--- src/rtl/dm_store_buffer_pkg.sv ---
// rtl/dm_store_buffer_pkg.sv - shared DM op encodings and store-entry type
//
// Purpose: the write-op and read-op encodings and the store-entry record used by
//          the CPU decoder, the data memory and the store buffer.
// Ports:   none (package).
package dm_store_buffer_pkg;

  localparam logic [1:0] WOP_WORD = 2'd0;
  localparam logic [1:0] WOP_HALF = 2'd1;
  localparam logic [1:0] WOP_BYTE = 2'd2;

  localparam logic [2:0] ROP_WORD = 3'd0;
  localparam logic [2:0] ROP_HALF = 3'd1;
  localparam logic [2:0] ROP_BYTE = 3'd2;

  typedef struct packed {
    logic [31:0] pc;
    logic [31:0] addr;
    logic [31:0] data;
    logic [1:0]  op;
  } sb_entry_t;

  // Op 3 has no meaning of its own and behaves as a byte store.
  function automatic logic [1:0] norm_wop(input logic [1:0] op);
    return (op == 2'd3) ? WOP_BYTE : op;
  endfunction

endpackage

--- src/rtl/dm_sb_match.sv ---
// rtl/dm_sb_match.sv - combinational load/store word-address matcher
//
// Purpose: compares a load word address against every valid store entry and
//          reports whether any matches and which matching entry is youngest.
// Ports:   waddr   - word address (bits 31:2) of every entry slot
//          head    - slot of the oldest valid entry
//          count   - number of valid entries, counted from head
//          ld_addr - load byte address
//          hit     - at least one valid entry matches
//          hit_idx - slot of the youngest matching entry
module dm_sb_match #(
  parameter  int DEPTH = 4,
  localparam int PW    = $clog2(DEPTH),
  localparam int CW    = $clog2(DEPTH) + 1
) (
  input  logic [DEPTH-1:0][29:0] waddr,
  input  logic [PW-1:0]          head,
  input  logic [CW-1:0]          count,
  input  logic [31:0]            ld_addr,
  output logic                   hit,
  output logic [PW-1:0]          hit_idx
);

  // Walk from oldest to youngest; a later match overrides an earlier one, so
  // the last hit standing is the youngest. Slot index wraps naturally because
  // DEPTH is a power of two.
  always_comb begin
    logic [PW-1:0] idx;
    hit     = 1'b0;
    hit_idx = '0;
    idx     = '0;
    for (int k = 0; k < DEPTH; k++) begin
      idx = head + PW'(k);
      if ((CW'(k) < count) && (waddr[idx] == ld_addr[31:2])) begin
        hit     = 1'b1;
        hit_idx = idx;
      end
    end
  end

  logic unused_ld_lsb;
  assign unused_ld_lsb = ^ld_addr[1:0];

endmodule

--- src/rtl/dm_store_buffer.sv ---
// rtl/dm_store_buffer.sv - posted-write store buffer in front of the DM write port
//
// Purpose: accepts one store per cycle into a circular FIFO and retires them in
//          order to DM whenever mem_ready is high; flags loads that hit a
//          pending store. Optional macro DM_STORE_FWD_EN forwards the youngest
//          matching word store to a word load instead of stalling.
// Ports:   st_*        - store request in (st_ready = not full)
//          mem_ready   - DM accepts a write this cycle
//          MWE/PC/addr/data/DMWop - DM write port, head entry
//          ld_*        - load probe in; ld_stall, ld_fwd_valid, ld_fwd_data out
//          empty/count - occupancy
module dm_store_buffer
  import dm_store_buffer_pkg::*;
#(
  parameter  int DEPTH = 4,
  localparam int PW    = $clog2(DEPTH),
  localparam int CW    = $clog2(DEPTH) + 1
) (
  input  logic          clk,
  input  logic          reset,
  input  logic          st_valid,
  output logic          st_ready,
  input  logic [31:0]   st_pc,
  input  logic [31:0]   st_addr,
  input  logic [31:0]   st_data,
  input  logic [1:0]    st_op,
  input  logic          mem_ready,
  output logic          MWE,
  output logic [31:0]   PC,
  output logic [31:0]   addr,
  output logic [31:0]   data,
  output logic [1:0]    DMWop,
  input  logic          ld_valid,
  input  logic [31:0]   ld_addr,
  input  logic [2:0]    ld_op,
  output logic          ld_stall,
  output logic          ld_fwd_valid,
  output logic [31:0]   ld_fwd_data,
  output logic          empty,
  output logic [CW-1:0] count
);

  sb_entry_t [DEPTH-1:0] entries_q, entries_d;
  logic [PW-1:0]         head_q, head_d;
  logic [PW-1:0]         tail_q, tail_d;
  logic [CW-1:0]         count_q, count_d;

  logic                  push;
  logic                  pop;
  sb_entry_t             head_e;
  logic [DEPTH-1:0][29:0] waddr;
  logic                  hit;
  logic [PW-1:0]         hit_idx;

  // A full buffer refuses a store even while it retires one: st_ready is
  // registered-state only, so it never depends on mem_ready.
  assign st_ready = (count_q != CW'(DEPTH));
  assign empty    = (count_q == '0);
  assign count    = count_q;
  assign push     = st_valid && st_ready;
  assign pop      = !empty && mem_ready;
  assign head_e   = entries_q[head_q];

  always_comb begin
    entries_d = entries_q;
    head_d    = head_q;
    tail_d    = tail_q;
    count_d   = count_q;
    if (push) begin
      entries_d[tail_q] = '{pc: st_pc, addr: st_addr, data: st_data, op: norm_wop(st_op)};
      tail_d            = tail_q + PW'(1);
    end
    if (pop) begin
      head_d = head_q + PW'(1);
    end
    case ({push, pop})
      2'b10:   count_d = count_q + CW'(1);
      2'b01:   count_d = count_q - CW'(1);
      default: count_d = count_q;
    endcase
  end

  always_ff @(posedge clk) begin
    if (reset) begin
      entries_q <= '0;
      head_q    <= '0;
      tail_q    <= '0;
      count_q   <= '0;
    end else begin
      entries_q <= entries_d;
      head_q    <= head_d;
      tail_q    <= tail_d;
      count_q   <= count_d;
    end
  end

  // Write port: head entry is presented whenever the buffer is non-empty; the
  // enable is held off during reset because the entry is being discarded.
  always_comb begin
    MWE   = pop && !reset;
    PC    = '0;
    addr  = '0;
    data  = '0;
    DMWop = WOP_WORD;
    if (!empty) begin
      PC    = head_e.pc;
      addr  = head_e.addr;
      data  = head_e.data;
      DMWop = head_e.op;
    end
  end

  always_comb begin
    for (int i = 0; i < DEPTH; i++) begin
      waddr[i] = entries_q[i].addr[31:2];
    end
  end

  dm_sb_match #(.DEPTH(DEPTH)) u_match (
    .waddr   (waddr),
    .head    (head_q),
    .count   (count_q),
    .ld_addr (ld_addr),
    .hit     (hit),
    .hit_idx (hit_idx)
  );

`ifdef DM_STORE_FWD_EN
  // Only a full-word store can satisfy a full-word load; anything narrower
  // would need merging with DM contents, so it stalls instead.
  logic fwd_ok;
  assign fwd_ok       = hit && (entries_q[hit_idx].op == WOP_WORD) && (ld_op == ROP_WORD);
  assign ld_stall     = ld_valid && hit && !fwd_ok;
  assign ld_fwd_valid = ld_valid && fwd_ok;
  assign ld_fwd_data  = (ld_valid && fwd_ok) ? entries_q[hit_idx].data : '0;
`else
  assign ld_stall     = ld_valid && hit;
  assign ld_fwd_valid = 1'b0;
  assign ld_fwd_data  = '0;

  logic unused_nofwd;
  assign unused_nofwd = ^{ld_op, hit_idx};
`endif

endmodule

--- config.mk ---
export PLATFORM = sky130hd
export DESIGN_NAME = dm_store_buffer
export DESIGN_NICKNAME = d
export VERILOG_FILES = /design/src/rtl/dm_store_buffer_pkg.sv /design/src/rtl/dm_sb_match.sv /design/src/rtl/dm_store_buffer.sv
export SDC_FILE = /design/constraint.sdc
export NUM_CORES = 1
export LEC_CHECK = 0
export BUFFER_PORTS_ARGS = -buffer_cell sky130_fd_sc_hd__buf_2
export CAP_MARGIN = 20
export CORE_MARGIN = 10
export CORE_UTILIZATION = 45
export CTS_CLUSTER_SIZE = 28
export DETAILED_ROUTE_END_ITERATION = 10
export PLACE_DENSITY = 0.62
export SYNTH_ARGS = -nofsm -noshare
export SYNTH_HDL_FRONTEND = slang
export SYNTH_SLANG_ARGS = --single-unit
--- constraint.sdc ---
create_clock -name clk -period 5 [get_ports clk]
set_input_delay 0.25 -clock clk [delete_from_list [all_inputs] [get_ports clk]]
set_output_delay 0.25 -clock clk [all_outputs]
set_load 0.05 [all_outputs]
==> out/metrics.yaml <==
outcome:
  status: "finished, final reports clean"
floorplan:
  coreArea_um2: 45300
  die_y_um: 234
  ioPinCount: 276
  fp-row-count: 78
  dieArea_um2: 54700
  die-width_um: 234
  start_util_pct: 45.5
drt:
  final_antenna_net_count: 0
  drc: 0
  drt_iter0_markers: 1764
  met1_length_mm: 29.3
  wl_mm: 71.1
  wl_met3_mm: 5.56
  firstDrtPassIters: 6
  wl_per_cell_um: 21.2
  vias_per_cell: 5.57
  vias: 18671
  routed.top_layer: "met5"
  wl_met2_mm: 34.4
clock_network:
  cts_root_buf: "clkbuf_16"
  insertion_delay_ns: 0.58
  clock_path_buffers: 3
  htree_levels: 2
  cts_buffers: 44
  cts_resized: 0
  cts.clk_slew.worst_paths_ns: 0.06
  clkSinkCount: 399
  cts_tree: "yes"
place:
  port_buffers: 237
  placedCellCount: 3173
  dp_hpwl_mm: 45.6
  routabilityCongestion: 0.968
pwr:
  vdd_ir_drop_max_mv: 0.274
  powerDensity_nw_per_um2: 421
  power.leakage_uw: 0.00886
timing:
  fmax_mhz: 224
  maxSlewHeadroom_pct: 26.3
  fin_worst_skew_ns: 0.0244
  min_period_ns: 4.47
  finalHoldViolCount: 0
  slew_viol_final: 0
  rsz0062_at_grt: "no"
  hold_slack_ns: 0.136
  post-route-period-util_pct: 89.4
  fin_tns_setup_ns: 0
  worst_pin_slew_ns: 1.10
  setup_violations: 0
critical_path:
  endpoint_kind: "primary output"
  cp_max_fo: 46
  slowest_delay_ns: 0.60
  path_cells: "buf_12, mux2i_1, mux2i_1, xor2_1, nor4_1, nand4_1, or4_1, a41oi_2, buf_2"
  critical_path_required_ns: 4.75
  cp.arrival_ns: 4.22
  critPathKind: "flop to primary output"
  crit_path_frequent_cell: "mux2i_1"
  slowest_stage: "or4_1"
  start_kind: "flop"
  startpoint: "head_q[0]$_SDFFE_PP0P_"
  r2r_start: "count[1]$_SDFFE_PP0P_"
cells_and_area:
  fillers: 4286
  drive_above_1_share_pct: 16.7
  fin_nets: 2863
  stdcell_count: 3350
  area_delta_synth_final_pct: 17.8
synth:
  synth_edf_count: 0
  syn_area_um2: 20600
  syn_area_per_cell_um2: 8.18
  ys_types: 63
  synthTopCellsByArea: "dfxtp_1 (39%), nand2_1 (15%), mux4_2 (10%)"
  synth-seq-cells: 399
  synth-seq-area-share_pct: 38.8
  synth_largest_area_cell: "dfxtp_1"
  yosys_warnings: 0
  async_reset_ff_share_pct: 0
  synthCells: 2516
  synth_top_area_share_pct: 38.8
  yosys_most_used_dff: "dfxtp_1"
global_routing:
  grt_pass1_wl_mm: 107
  antenna_found_initial: 5
  grt_overflow: 0
  grt_usage_pct: 25.0
  first_global_vias: 18289
  grt_max_degree: 166
flow_run:
  max_cap_violations: 0
min_path:
  hold_class: "primary input to flop"
  holdCritStartpoint: "st_op[0]"
stage by stage:
stage	utilization, %	worst slack, ns	total power (µW)	cell area [µm²]
2_1_floorplan	-	1.98	6070	20700
3_3_place_gp	48.3	1.21	6930	21900
3_5_place_dp	48.3	1.20	6980	21900
4_1_cts	53.5	0.583	10300	24200
5_1_grt	53.5	0.347	10600	24200
6_report	53.5	0.529	10200	24200
power by group:
part	internal [µW]	leakage, µW	switching [µW]
registers	3390	0.00324	192
clock network	1900	0.000687	1320
logic	1110	0.00493	2290
total	6400	0.00886	3800
worst max-delay path, delay by kind of cell, from the launching register on:
kind / cells / cell delay (ns)
AO/OA/AOI/OAI: 1 / 0.29
XOR/XNOR: 1 / 0.18
buffers and inverters: 2 / 0.65
flip-flops: 1 / 0.57
multiplexers: 2 / 0.58
AND/OR/NAND/NOR: 3 / 1.37
cell usage after synthesis, types with 4 or more instances:
cell         n
o2111ai_1    6
nor2_1      34
mux2i_1    115
o2bb2ai_1    5
a2111oi_0    7
xor2_1      41
and2_1      79
buf_1       20
mux2i_2      4
buf_4       36
xnor2_1     54
ha_1         9
mux4_2      92
o221ai_1     5
nor3_1      11
a211oi_1     6
dfxtp_1    399
buf_2       22
o22ai_1     14
nor4_1      10
inv_1        9
and3_1      17
clkbuf_1   156
buf_6        5
mux2_2      16
a22oi_1      5
nand2_1    849
a21oi_1    412
nand4_1     14
o21ai_0     18
cells in the final DEF (no fill, tap or decap), types with 3 or more instances in the layout:
cell           instances
and3_4                 4
o22ai_1               14
dfxtp_1              397
diode_2                4
o2bb2ai_1              5
o221ai_1               5
buf_2                236
clkbuf_16             45
a221oi_1               3
dlygate4sd3_1         97
buf_4                 27
a2111oi_0              7
a21oi_1              412
and2_1                79
buf_12                 4
nand2_1              845
clkbuf_8              10
a22oi_1                5
a211oi_1               6
conb_1                33
clkbuf_1              14
mux2i_2                4
o21ai_0               18
ha_1                   9
nor4_1                10
nor3_1                11
mux2_2                16
xor2_1                41
and3_1                13
nand4_1               14
nor2_1                34
o2111ai_1              6
inv_1                  9
clkinv_2               4
xnor2_1               54
mux4_2                92
nand3_1                3
nand2_8                4
mux2i_1              115
path summary, 6_finish.rpt:
check | cells after the start | endpoint | slack, ns
worst max-delay path | 9 | ld_stall | 0.53
worst min register to register | 2 | entries_q[188]$_SDFFE_PP0P_ | 0.45
worst max register to register | 7 | entries_q[210]$_SDFFE_PP0P_ | 2.02
worst min-delay path | 4 | entries_q[196]$_SDFFE_PP0P_ | 0.14
per-layer routing:
metal  global-route usage (%)  vias to the layer above
li1                         -                     8850
met1                     31.8                     9029
met2                     41.8                      689
met3                     5.31                      101
met4                     7.64                        2
met5                        0                        -
sequential cells by signal (all words and copies together) (netlist names):
signal and flops:
head_q 2, entries_q 392, tail_q 2, count 3
repair_timing:
| item | CTS | global route |
|---|---|---|
| buffers inserted | 0 | 0 |
| hold buffers | 97 | 0 |
| endpoints found under the hold margin | 388 | 0 |
cell families (layout without fill, tap and decap cells):
family / after synthesis / after routing / synth area share, %
AO/OA/AOI/OAI: 498 / 498 / 13.1
other: 1 / 37 / 0.0182
flip-flops: 399 / 399 / 38.8
multiplexers: 228 / 228 / 16.9
AND/OR/NAND/NOR: 1033 / 1033 / 20.7
XOR/XNOR: 95 / 95 / 4.04
buffers and inverters: 253 / 451 / 5.85
adder cells (fa/ha/maj): 9 / 9 / 0.547
final cells by class:
cell class	count	area [µm²]	area share [%]
multi-input cells	1896	11600	47.8
flip-flops and latches	399	8000	33.0
repair buffers	365	2450	10.1
clock buffers	69	1320	5.43
well taps	600	751	3.10
clock inverters	7	87.6	0.361
inverters	10	37.5	0.155
diodes	4	10.0	0.0413
Note: power is estimated with default switching activity, not from simulation.
